`config.mk`:
```
export PLATFORM = sky130hd
export DESIGN_NAME = debug_data_queue
export DESIGN_NICKNAME = d
export VERILOG_FILES = /design/src/rtl/debug_pkg.sv /design/src/rtl/debug_fifo.sv /design/src/rtl/debug_data_queue.sv
export SDC_FILE = /design/constraint.sdc
export NUM_CORES = 1
export LEC_CHECK = 0
export BUFFER_PORTS_ARGS = -buffer_cell sky130_fd_sc_hd__buf_2
export CAP_MARGIN = 0
export CORE_UTILIZATION = 48
export CTS_CLUSTER_SIZE = 10
export DETAILED_ROUTE_END_ITERATION = 6
export PLACE_DENSITY_LB_ADDON = 0.25
export SYNTH_ARGS = -nofsm -noshare
export SYNTH_HDL_FRONTEND = slang
export SYNTH_HIERARCHICAL = 1
export SYNTH_SLANG_ARGS = --single-unit
```
`constraint.sdc`:
```
create_clock -name in_clk -period 5 [get_ports in_clk]
set_clock_uncertainty 0.1 [all_clocks]
set_input_delay 1 -clock in_clk [delete_from_list [all_inputs] [get_ports in_clk]]
set_output_delay 1 -clock in_clk [all_outputs]
set_load 0.005 [all_outputs]
```
`src/rtl/debug_pkg.sv`:
```
// Shared widths, FSM state encoding and small helpers for the debug event queue.
package debug_pkg;

    localparam int DEBUG_WORD_W = 40;
    localparam int DEBUG_TAG_W  = 8;
    localparam int DEBUG_VAL_W  = 32;

    // Issue handshake states; the encoding is shared so that any observer
    // (for example a debug mux) decodes the same values.
    typedef enum logic [1:0] {
        IDLE      = 2'd0,
        ISSUE     = 2'd1,
        WAIT_ACK  = 2'd2,
        WAIT_DONE = 2'd3
    } dq_state_t;

    // Tag occupies the upper byte so the value's bit 0 is serialized first.
    function automatic logic [DEBUG_WORD_W-1:0] pack_word(
        input logic [DEBUG_TAG_W-1:0] tag,
        input logic [DEBUG_VAL_W-1:0] value
    );
        return {tag, value};
    endfunction

    // Increment that sticks at the all-ones value.
    function automatic logic [7:0] sat_inc8(input logic [7:0] cnt);
        return (cnt == 8'hFF) ? cnt : cnt + 8'd1;
    endfunction

endpackage

```
`src/rtl/debug_fifo.sv`:
```
// Single-clock synchronous FIFO holding debug words; depth is a power of two.
module debug_fifo
    import debug_pkg::*;
#(
    parameter int DEPTH = 4,
    parameter int WIDTH = DEBUG_WORD_W
) (
    input  logic                     in_clk,
    input  logic                     reset,
    input  logic                     push,
    input  logic [WIDTH-1:0]         wdata,
    input  logic                     pop,
    output logic [WIDTH-1:0]         rdata,
    output logic                     full,
    output logic                     empty,
    output logic [$clog2(DEPTH):0]   level
);

    localparam int PTR_W = $clog2(DEPTH);

    logic [WIDTH-1:0]  mem_q [DEPTH];
    logic [PTR_W-1:0]  wr_ptr_q, wr_ptr_d;
    logic [PTR_W-1:0]  rd_ptr_q, rd_ptr_d;
    logic [PTR_W:0]    level_q, level_d;
    logic              push_ok;
    logic              pop_ok;

    assign full  = (level_q == (PTR_W+1)'(DEPTH));
    assign empty = (level_q == '0);
    assign level = level_q;
    assign rdata = mem_q[rd_ptr_q];

    // Guard against overflow/underflow; full is judged before any same-cycle pop.
    always_comb begin
        push_ok  = push && !full;
        pop_ok   = pop && !empty;
        wr_ptr_d = wr_ptr_q;
        rd_ptr_d = rd_ptr_q;
        level_d  = level_q;
        if (push_ok) begin
            wr_ptr_d = wr_ptr_q + PTR_W'(1);
        end
        if (pop_ok) begin
            rd_ptr_d = rd_ptr_q + PTR_W'(1);
        end
        case ({push_ok, pop_ok})
            2'b10:   level_d = level_q + (PTR_W+1)'(1);
            2'b01:   level_d = level_q - (PTR_W+1)'(1);
            default: level_d = level_q;
        endcase
    end

    // Pointer and occupancy registers; pointers wrap naturally at DEPTH.
    always_ff @(posedge in_clk) begin
        if (reset) begin
            wr_ptr_q <= '0;
            rd_ptr_q <= '0;
            level_q  <= '0;
        end else begin
            wr_ptr_q <= wr_ptr_d;
            rd_ptr_q <= rd_ptr_d;
            level_q  <= level_d;
        end
    end

    // Storage array; contents need no reset because occupancy gates reads.
    always_ff @(posedge in_clk) begin
        if (push_ok) begin
            mem_q[wr_ptr_q] <= wdata;
        end
    end

endmodule

```
`src/rtl/debug_data_queue.sv`:
```
// Buffers debug events and hands them one at a time to a serializer using a
// store/busy handshake with a re-issue timeout; counts events lost to overflow.
module debug_data_queue
    import debug_pkg::*;
#(
    parameter int DEPTH       = 4,
    parameter int ACK_TIMEOUT = 8
) (
    input  logic                      in_clk,
    input  logic                      reset,
    input  logic                      ev_valid,
    input  logic [DEBUG_TAG_W-1:0]    ev_tag,
    input  logic [DEBUG_VAL_W-1:0]    ev_value,
    output logic                      ev_ready,
    input  logic                      sender_busy,
    output logic                      store,
    output logic [DEBUG_WORD_W-1:0]   data,
    output logic [$clog2(DEPTH):0]    level,
    output logic [7:0]                dropped
);

    localparam int TMR_W = $clog2(ACK_TIMEOUT + 1);

    dq_state_t                 state_q, state_d;
    logic [DEBUG_WORD_W-1:0]   data_q, data_d;
    logic [TMR_W-1:0]          timer_q, timer_d;
    logic [7:0]                dropped_q, dropped_d;

    logic                      fifo_push;
    logic                      fifo_pop;
    logic                      fifo_full;
    logic                      fifo_empty;
    logic [DEBUG_WORD_W-1:0]   fifo_rdata;

    assign fifo_push = ev_valid;
    assign ev_ready  = !fifo_full;
    assign store     = (state_q == ISSUE);
    assign data      = data_q;
    assign dropped   = dropped_q;

    debug_fifo #(
        .DEPTH (DEPTH),
        .WIDTH (DEBUG_WORD_W)
    ) u_fifo (
        .in_clk (in_clk),
        .reset  (reset),
        .push   (fifo_push),
        .wdata  (pack_word(ev_tag, ev_value)),
        .pop    (fifo_pop),
        .rdata  (fifo_rdata),
        .full   (fifo_full),
        .empty  (fifo_empty),
        .level  (level)
    );

    // Handshake next-state: pop the head on IDLE->ISSUE, re-issue on ack timeout.
    always_comb begin
        state_d  = state_q;
        data_d   = data_q;
        timer_d  = timer_q;
        fifo_pop = 1'b0;
        case (state_q)
            IDLE: begin
                if (!fifo_empty && !sender_busy) begin
                    state_d  = ISSUE;
                    data_d   = fifo_rdata;
                    fifo_pop = 1'b1;
                end
            end
            ISSUE: begin
                state_d = WAIT_ACK;
                timer_d = '0;
            end
            WAIT_ACK: begin
                if (sender_busy) begin
                    state_d = WAIT_DONE;
                    timer_d = '0;
                end else if (timer_q == TMR_W'(ACK_TIMEOUT - 1)) begin
                    state_d = ISSUE;
                    timer_d = '0;
                end else begin
                    timer_d = timer_q + TMR_W'(1);
                end
            end
            WAIT_DONE: begin
                if (!sender_busy) begin
                    state_d = IDLE;
                end
            end
            default: begin
                state_d = IDLE;
            end
        endcase
    end

    // Overflow counter: an event offered while full is lost even if a pop coincides.
    always_comb begin
        dropped_d = dropped_q;
        if (ev_valid && fifo_full) begin
            dropped_d = sat_inc8(dropped_q);
        end
    end

    // Control and output registers; reset clears any word in flight.
    always_ff @(posedge in_clk) begin
        if (reset) begin
            state_q   <= IDLE;
            data_q    <= '0;
            timer_q   <= '0;
            dropped_q <= '0;
        end else begin
            state_q   <= state_d;
            data_q    <= data_d;
            timer_q   <= timer_d;
            dropped_q <= dropped_d;
        end
    end

endmodule

```
==> impl_metrics.tcl, run 1 <==
set metrics [dict create \
    outcome "complete, no violations" \
    power.leakage_nw 3.44 \
    hpwl_um 9140 \
    setup_ws_ns 1.17 \
    pwr_density_cell_nw_per_um2 462 \
    crit_fanout 42 \
    cp.required_ns 5.32 \
    ys_top_cells_by_count "160 x edfxtp_1, 89 x nand2_1, 63 x dfxtp_1" \
    path_cells "inv_1 > ha_1 > or3b_2 > clkinv_4 > o31ai_2 > inv_1 > ha_1 > inv_1 > fa_1 > xor2_1 > or3_1 > a21oi_1" \
    cts_sinks 223 \
    ant_nets 0 \
    synth_cells 532 \
    die_area_um2 18200 \
    post-place-ws_ns 0.808 \
    die_h_um 135 \
    drc 0 \
    insertion_delay_ns 0.50 \
    synth_area_leaders "edfxtp_1 57%, dfxtp_1 15%, mux4_2 11%" \
    yosysWarnings 6 \
    place.gp.congestion 0.821 \
    wl_um 16300 \
    wl_per_cell_um 18.5 \
    tns_ns 0 \
    end_kind "flop" \
    viasPerCell 5.37 \
    postCtsSetupRepairBufs 0 \
    first_iter_violations 188 \
    grtUsageTotal 0.186 \
    cts_htree_levels 1 \
    synth.distinct_cells 41 \
    slowest_stage "or3b_2" \
    worstMarginPinSlew_ns 1.20 \
    hold_viol 0 \
    hold_slack_ns 0.350 \
    dr_total_vias 4716 \
    r2r-end "u_fifo/level[2]$_SDFFE_PP0P_" \
    cts-resized-gates 0 \
    finalSetupViolCount 0 \
    numCtsBuffers 26 \
    filler_cell_count 1396 \
    r2r-start "state_q[0]$_SDFFE_PP0P_" \
    rows 48 \
    stdcell_area_um2 9840 \
    yosysMostFrequentCell "edfxtp_1" \
    dpl_cell_area_um2 9060 \
    hold_path.class "reg -> reg" \
    cp-endpoint "u_fifo/level[2]$_SDFFE_PP0P_" \
    path_class "reg -> reg" \
    crit_arrival_ns 4.15 \
    core-area_um2 17300 \
    area_growth_pct 16.0 \
    dieWidth_um 135 \
    synthFlopType "edfxtp_1" \
    synth_area_um2 8480 \
    ctsHoldBuffers 0 \
    ys_ff_latch 223 \
    holdCritStartpoint "data[5]$_SDFFE_PP0P_" \
    synth-edff-count 160 \
    fin_crit_ns 3.83 \
    cts_tree "yes" \
    worst-r2r-cell-count 12 \
    ys_seq_area_frac 0.715 \
    period_share 0.767 \
    antenna_found_initial 1 \
    synth_top_area_share 0.567 \
    critPathMostFrequentCell "inv_1" \
    vdd_drop_max_v 0.000225 \
    synth.avg_cell_area_um2 15.9 \
    path_depth 12 \
    rsz0062_at_grt "no" \
    dr.pass1.iters 4 \
    grt_remaining_overflow 0 \
    drv_cap 0 \
    grt_max_degree 64 \
    grt_pass1_vias 4951 \
    startpoint_type "flop" \
    slowest_delay_ns 0.90 \
    clockBufferDepth 3 \
    portBuffers 96 \
    synthArstFlopShare 0 \
    critPathLaunch "state_q[0]$_SDFFE_PP0P_" \
    path_clk_slew_ns 0.05 \
    drive_gt1_frac 0.280 \
    start_util 0.490 \
    drv_slew 0 \
    total_power_mw 4.55 \
    worst-path-buf-inv 4 \
    ios 97 \
    synth_top_cell_by_area "edfxtp_1" \
    grt_pass1_wl_um 26000 \
    nNetsFinal 690 \
    reg2reg_setup_slack_ns 1.17 \
    maxSlewHeadroom 0.198 \
    path_delay_family "simple AND/OR/NAND/NOR gates" \
    timing.fmax_ghz 0.261 \
    syn_nets 589 \
    root_buffer "clkbuf_16" \
]
[cell usage in the layout, fill, tap and decap left out, drive strengths merged]
cell and n:
nand3b 1, clkinv 2, o31ai 2, inv 13, clkbuf 47, fa 1
dfxtp 63, or3b 1, nand2b 4, nor4bb 1, edfxtp 160, o21ai 6
xor2 4, and3 4, a21oi 52, and2 5, buf 98, nor3 6
nand3 2, or4 1, mux2i 3, o21bai 2, and3b 1, nand4b 1
nor2 18, ha 12, o22ai 1, diode 1, mux4 40, or3 4
nand4 2, nor3b 1, a31oi 5, nand2 90
[how the worst min path moves through the flow]
stage / slack, ns / depth (start not counted) / to
detailed placement: 0.34 / 2 / data[5]$_SDFFE_PP0P_
CTS: 0.35 / 2 / data[5]$_SDFFE_PP0P_
finish: 0.35 / 2 / data[5]$_SDFFE_PP0P_
floorplan: 0.34 / 2 / timer_q[3]$_SDFFE_PP0P_
global placement: 0.34 / 2 / data[34]$_SDFFE_PP0P_
global route: 0.36 / 2 / data[5]$_SDFFE_PP0P_
[worst min-delay path, cell delays in order (launching register included)]
cell,delay (ns)
dfxtp_1,0.30
nand2_1,0.05
a21oi_1,0.05
[sequential cells by signal, indices dropped and copies added, names as in the netlist, named ones only]
name and count:
u_fifo/level 3, u_fifo/wr_ptr_q 2, u_fifo/rd_ptr_q 2, timer_q 4, dropped 8, data 40
state_q 2, u_fifo/mem_q 160
[per-stage QoR]
step / instances / utilization
floorplan: 532 / -
global placement: 830 / 0.524
detailed placement: 830 / 0.524
CTS: 878 / 0.569
global route: 878 / 0.569
finish: 879 / 0.569
[layout make-up]
cell class | instances | area, µm² | share of cell area
clock inverters | 1 | 5.00 | 0.000509
flip-flops and latches | 223 | 6070 | 0.617
clock buffers | 47 | 771 | 0.0784
well taps | 225 | 282 | 0.0286
multi-input cells | 270 | 2150 | 0.219
repair buffers | 98 | 495 | 0.0504
inverters | 14 | 57.6 | 0.00585
diodes | 1 | 2.50 | 0.000254
[logic make-up after synthesis]
group / share of synthesized area
buffers and inverters: 0.0313
DFF: 0.715
and+or+nand+nor: 0.0764
AOI/OAI and AO/OA: 0.0428
muxes: 0.110
xor gates and xnor gates: 0.00413
adders and majority gates: 0.0201
[report_power, final]
group / leakage [nW] / internal (mW) / switching [mW] / total [mW]
Combinational: 1.09 / 0.262 / 0.330 / 0.592
Clock: 0.372 / 1.03 / 0.668 / 1.70
Sequential: 1.98 / 2.14 / 0.111 / 2.26
[routing by layer]
layer  global-route usage  routed length, µm
met5                    0                  0
met4               0.0487                147
met3               0.0338                763
met2                0.320               8360
met1                0.244               7020
No activity file was read; power rests on OpenSTA's default activity.
==> run 2, diff against run 1 <==
==> constraint.sdc (replaced) <==
create_clock -name in_clk -period 3.1 [get_ports in_clk]
set_clock_uncertainty 0.1 [all_clocks]
set_input_delay 0.62 -clock in_clk [delete_from_list [all_inputs] [get_ports in_clk]]
set_output_delay 0.62 -clock in_clk [all_outputs]
set_load 0.005 [all_outputs]
==> run 2 against run 1 <==
Against the previous run: sequential power grew 61%; global-route usage grew 0.11 points; first-iteration DRC count up 58%; design area grew 0.92%; clock-buffer cell count is the same; flip-flop and latch count did not move; combinational power increased by 68%; die area unchanged; critical endpoint unchanged; largest power group unchanged; highest routed layer unchanged.
==> impl_metrics.tcl, run 2 (synthesis gave the netlist of run 1 again) <==
set metrics [dict create \
    path_delay_family "simple AND/OR/NAND/NOR gates" \
    utilization 0.574 \
    area_growth_pct 17.1 \
    timing.fmax_ghz 0.350 \
    setup_ws_ns 0.241 \
    worst-r2r-cell-count 12 \
    critPathMostFrequentCell "inv_1" \
    place.gp.congestion 0.838 \
    r2r-start "state_q[0]$_SDFFE_PP0P_" \
    die_area_um2 18200 \
    cts_sinks 223 \
    drv_slew 0 \
    dr_total_vias 4705 \
    drc 0 \
    grtUsageTotal 0.187 \
    finalSetupViolCount 0 \
    worstMarginPinSlew_ns 0.851 \
    wl_um 16400 \
    path_cells "inv_1 > ha_1 > or3b_2 > clkinv_4 > o31ai_2 > inv_1 > ha_1 > inv_1 > fa_1 > xor2_1 > or3_1 > a21oi_1" \
    numCtsBuffers 26 \
    slowest_stage "or3b_2" \
    path_clk_slew_ns 0.05 \
    hold_path.class "in -> reg" \
    grt_pass1_vias 4906 \
    vdd_drop_max_v 0.000527 \
    top_register "u_fifo/mem_q" \
    power.leakage_nw 3.50 \
    die_h_um 135 \
    largest_register_ffs 160 \
    core-area_um2 17300 \
    maxSlewHeadroom 0.432 \
    holdCritStartpoint "ev_tag[6]" \
    viasPerCell 5.29 \
    grt_remaining_overflow 0 \
    dr.pass1.iters 4 \
    startpoint_type "flop" \
    final_common_cell "edfxtp_1" \
    antenna_found_initial 1 \
    slowest_delay_ns 0.51 \
    cts_htree_levels 1 \
    rows 48 \
    hold_viol 0 \
    wl_per_cell_um 18.5 \
    worst-path-buf-inv 4 \
    drv_cap 0 \
    grt_pass1_wl_um 25800 \
    multiInputGateArea_um2 2150 \
    pwr_density_cell_nw_per_um2 741 \
    stdcell_area_um2 9930 \
    hpwl_um 9670 \
    worst_hold_path.num_cells 1 \
    cp.required_ns 3.43 \
    ant_nets 0 \
    outcome "complete, no violations" \
    post-place-ws_ns 0.219 \
    total_power_mw 7.35 \
    crit_arrival_ns 3.19 \
    cts_tree "yes" \
    drive_gt1_frac 0.290 \
    nNetsFinal 700 \
    postCtsSetupRepairBufs 0 \
    path_class "reg -> reg" \
    min_to "u_fifo/mem_q[3][38]$_DFFE_PP_" \
    first_iter_violations 297 \
    fin_crit_ns 2.86 \
    start_util 0.490 \
    root_buffer "clkbuf_16" \
    dpl_cell_area_um2 9160 \
    tns_ns 0 \
    ios 97 \
    rsz0062_at_grt "no" \
    final_cell_mix "160 x edfxtp_1, 96 x buf_2, 89 x nand2_1" \
    ctsHoldBuffers 0 \
    period_share 0.922 \
    dieWidth_um 135 \
    insertion_delay_ns 0.50 \
    path_depth 12 \
    end_kind "flop" \
    clockBufferDepth 3 \
    filler_cell_count 1373 \
    reg2reg_setup_slack_ns 0.24 \
    grt_max_degree 42 \
    regArea_um2 6070 \
    cts-resized-gates 0 \
    portBuffers 96 \
    crit_fanout 4 \
    r2r-end "u_fifo/level[2]$_SDFFE_PP0P_" \
]
-- run 2: cell types whose count changed in the layout (fill, tap and decap cells not counted) --
cell,before,now
buf_12,0,2
clkbuf_8,2,1
buf_4,2,10
clkbuf_1,18,19
-- run 2: metal layers --
layer / vias up / GRT usage / wire length, µm
li1: 2219 / - / -
met1: 2365 / 0.239 / 7060
met2: 103 / 0.327 / 8310
met3: 18 / 0.0353 / 804
met4: 0 / 0.0512 / 239
met5: - / 0 / 0
-- run 2: where the power goes --
group          switching [mW]  internal, mW  total [mW]
Combinational           0.549         0.447       0.997
Sequential              0.184          3.46        3.64
Clock                    1.08          1.64        2.72
-- run 2: worst max-delay path by stage --
stage / slack, ns / start / endpoint
6_report: 0.24 / state_q[0]$_SDFFE_PP0P_ / u_fifo/level[2]$_SDFFE_PP0P_
5_1_grt: 0.13 / state_q[0]$_SDFFE_PP0P_ / u_fifo/level[2]$_SDFFE_PP0P_
4_1_cts: 0.25 / state_q[0]$_SDFFE_PP0P_ / u_fifo/level[2]$_SDFFE_PP0P_
3_5_place_dp: 0.22 / sender_busy / u_fifo/level[2]$_SDFFE_PP0P_
3_3_place_gp: 0.31 / sender_busy / u_fifo/level[2]$_SDFFE_PP0P_
2_1_floorplan: 0.35 / sender_busy / u_fifo/level[2]$_SDFFE_PP0P_
-- run 2: per-stage QoR --
step | std cells | hold slack, ns
global route | 888 | 0.216
floorplan | 532 | 0.335
finish | 889 | 0.227
global placement | 840 | 0.340
CTS | 888 | 0.213
detailed placement | 840 | 0.347
-- run 2: worst reg2reg max path: stages, from the launching register on --
cell and delay [ns]:
dfxtp_1 0.34, inv_1 0.15, ha_1 0.23, or3b_2 0.51, clkinv_4 0.07, o31ai_2 0.07
inv_1 0.07, ha_1 0.17, inv_1 0.06, fa_1 0.38, xor2_1 0.16, or3_1 0.33
a21oi_1 0.14
-- run 2: layout make-up --
cell class	instances	share of cell area
diodes	1	0.000252
clock buffers	47	0.0766
clock inverters	1	0.000504
inverters	14	0.00580
multi-input cells	270	0.217
flip-flops and latches	223	0.612
well taps	225	0.0284
repair buffers	108	0.0600
==> run 3, diff against run 2 <==
--- a/config.mk
+++ b/config.mk
@@ -7,10 +7,12 @@
 export LEC_CHECK = 0
 export BUFFER_PORTS_ARGS = -buffer_cell sky130_fd_sc_hd__buf_2
 export CAP_MARGIN = 0
+export CORE_ASPECT_RATIO = 1.4
 export CORE_UTILIZATION = 48
 export CTS_CLUSTER_SIZE = 10
 export DETAILED_ROUTE_END_ITERATION = 6
 export PLACE_DENSITY_LB_ADDON = 0.25
+export SLEW_MARGIN = 20
 export SYNTH_ARGS = -nofsm -noshare
 export SYNTH_HDL_FRONTEND = slang
 export SYNTH_HIERARCHICAL = 1
==> run 3 against run 2 <==
Against the previous run: core utilization hardly changed; sequential power hardly changed; flip-flop and latch count stayed put; final cell count is 1.1% higher; global-route usage is 0.43 points lower; critical endpoint unchanged; highest routed layer unchanged; die area hardly changed; total power is 0.67% lower; maximum frequency is 3.0% higher; largest cell class unchanged; combinational power is 1% lower; via count is 2.3% higher; design area is 0.25% higher; hold slack worse by 0.0034 ns.
==> impl_metrics.tcl, run 3 (synthesis gave the netlist of run 1 again) <==
set metrics [dict create \
    outcome "complete, no violations" \
    worst_hold_path.num_cells 1 \
    final_common_cell "edfxtp_1" \
    worstMarginPinSlew_ns 0.847 \
    drv_cap 0 \
    total_power_mw 7.30 \
    grtUsageTotal 0.183 \
    area_growth_pct 17.4 \
    ios 97 \
    root_buffer "clkbuf_16" \
    min_to "u_fifo/mem_q[3][34]$_DFFE_PP_" \
    reg2reg_setup_slack_ns 0.32 \
    path_class "reg -> reg" \
    portBuffers 96 \
    utilization 0.574 \
    r2r-start "state_q[0]$_SDFFE_PP0P_" \
    wl_um 15900 \
    layout.cells.non_filler 899 \
    hold_path.class "in -> reg" \
    top_register "u_fifo/mem_q" \
    core-area_um2 17300 \
    grt_pass1_vias 5025 \
    rows 57 \
    dr_total_vias 4815 \
    viasPerCell 5.36 \
    r2r-end "u_fifo/level[2]$_SDFFE_PP0P_" \
    filler_cell_count 1370 \
    met2_usage 0.328 \
    power.leakage_nw 3.49 \
    grt_remaining_overflow 0 \
    first_iter_violations 271 \
    hpwl_um 9740 \
    crit_arrival_ns 3.11 \
    cts_htree_levels 1 \
    numCtsBuffers 26 \
    clockBufferDepth 3 \
    path_clk_slew_ns 0.06 \
    drc 0 \
    tns_ns 0 \
    drive_gt1_frac 0.287 \
    place.gp.congestion 0.763 \
    grt_max_degree 42 \
    final_cell_mix "160 x edfxtp_1, 96 x buf_2, 89 x nand2_1" \
    insertion_delay_ns 0.50 \
    dr.pass1.iters 4 \
    cts_tree "yes" \
    nNetsFinal 699 \
    finalSetupViolCount 0 \
    use_met3 0.0327 \
    timing.fmax_ghz 0.360 \
    ant_nets 0 \
    holdCritStartpoint "ev_tag[2]" \
    fin_crit_ns 2.78 \
    drv_slew 0 \
    startpoint_type "flop" \
    start_util 0.489 \
    top_usage_layer "met2" \
    die_area_um2 18200 \
    dp_cells 850 \
    crit_fanout 4 \
    wl_per_cell_um 17.7 \
    end_kind "flop" \
    grt_pass1_wl_um 25800 \
    die_h_um 159 \
    dieWidth_um 114 \
    maxSlewHeadroom 0.435 \
    hold_viol 0 \
    use_met1 0.221 \
    antenna_found_initial 1 \
    worst-r2r-cell-count 12 \
    cts_sinks 223 \
    vdd_drop_max_v 0.000385 \
    pwr_density_cell_nw_per_um2 734 \
    postCtsSetupRepairBufs 0 \
    cts-resized-gates 0 \
    period_share 0.896 \
    cp.required_ns 3.43 \
    ctsHoldBuffers 0 \
    largest_register_ffs 160 \
    rsz0062_at_grt "no" \
]
## run 3: where the power goes
part           total [mW]  internal (mW)  switching [mW]
registers            3.63           3.46           0.178
logic               0.983          0.450           0.533
clock network        2.69           1.62            1.07
## run 3: layer usage
| layer | routed length (µm) | vias to the layer above |
|---|---|---|
| li1 | - | 2206 |
| met1 | 6460 | 2450 |
| met2 | 8300 | 128 |
| met3 | 800 | 31 |
| met4 | 361 | 0 |
| met5 | 0 | - |
## run 3: stage by stage
| stage | hold slack [ns] | setup WS, ns | instance area (µm²) |
|---|---|---|---|
| floorplan | 0.335 | 0.352 | 8480 |
| global placement | 0.342 | 0.315 | 9190 |
| detailed placement | 0.345 | 0.232 | 9190 |
| CTS | 0.207 | 0.321 | 9950 |
| global route | 0.205 | 0.201 | 9950 |
| finish | 0.223 | 0.324 | 9950 |
## run 3: how the worst max path moves through the flow
stage	from	cells after the start	slack, ns	end
final	state_q[0]$_SDFFE_PP0P_	12	0.32	u_fifo/level[2]$_SDFFE_PP0P_
after global routing	state_q[0]$_SDFFE_PP0P_	12	0.20	u_fifo/level[2]$_SDFFE_PP0P_
after CTS	state_q[0]$_SDFFE_PP0P_	12	0.32	u_fifo/level[2]$_SDFFE_PP0P_
after detailed placement	sender_busy	11	0.23	u_fifo/level[2]$_SDFFE_PP0P_
after global placement	sender_busy	11	0.32	u_fifo/level[2]$_SDFFE_PP0P_
after floorplan	sender_busy	12	0.35	u_fifo/level[2]$_SDFFE_PP0P_
## run 3: critical path: stages (launching register included)
cell      delay, ns
dfxtp_1        0.33
inv_1          0.13
ha_1           0.20
or3b_2         0.50
clkinv_4       0.07
o31ai_2        0.07
inv_1          0.07
ha_1           0.18
inv_1          0.06
fa_1           0.38
xor2_1         0.16
or3_1          0.30
a21oi_1        0.14
## run 3: cell type report
cell class | instances | area [µm²] | area share
diodes | 1 | 2.50 | 0.000251
repair buffers | 107 | 613 | 0.0616
inverters | 14 | 57.6 | 0.00578
flip-flops and latches | 223 | 6070 | 0.610
clock inverters | 1 | 8.76 | 0.000880
clock buffers | 47 | 751 | 0.0754
well taps | 236 | 295 | 0.0297
multi-input cells | 270 | 2150 | 0.216
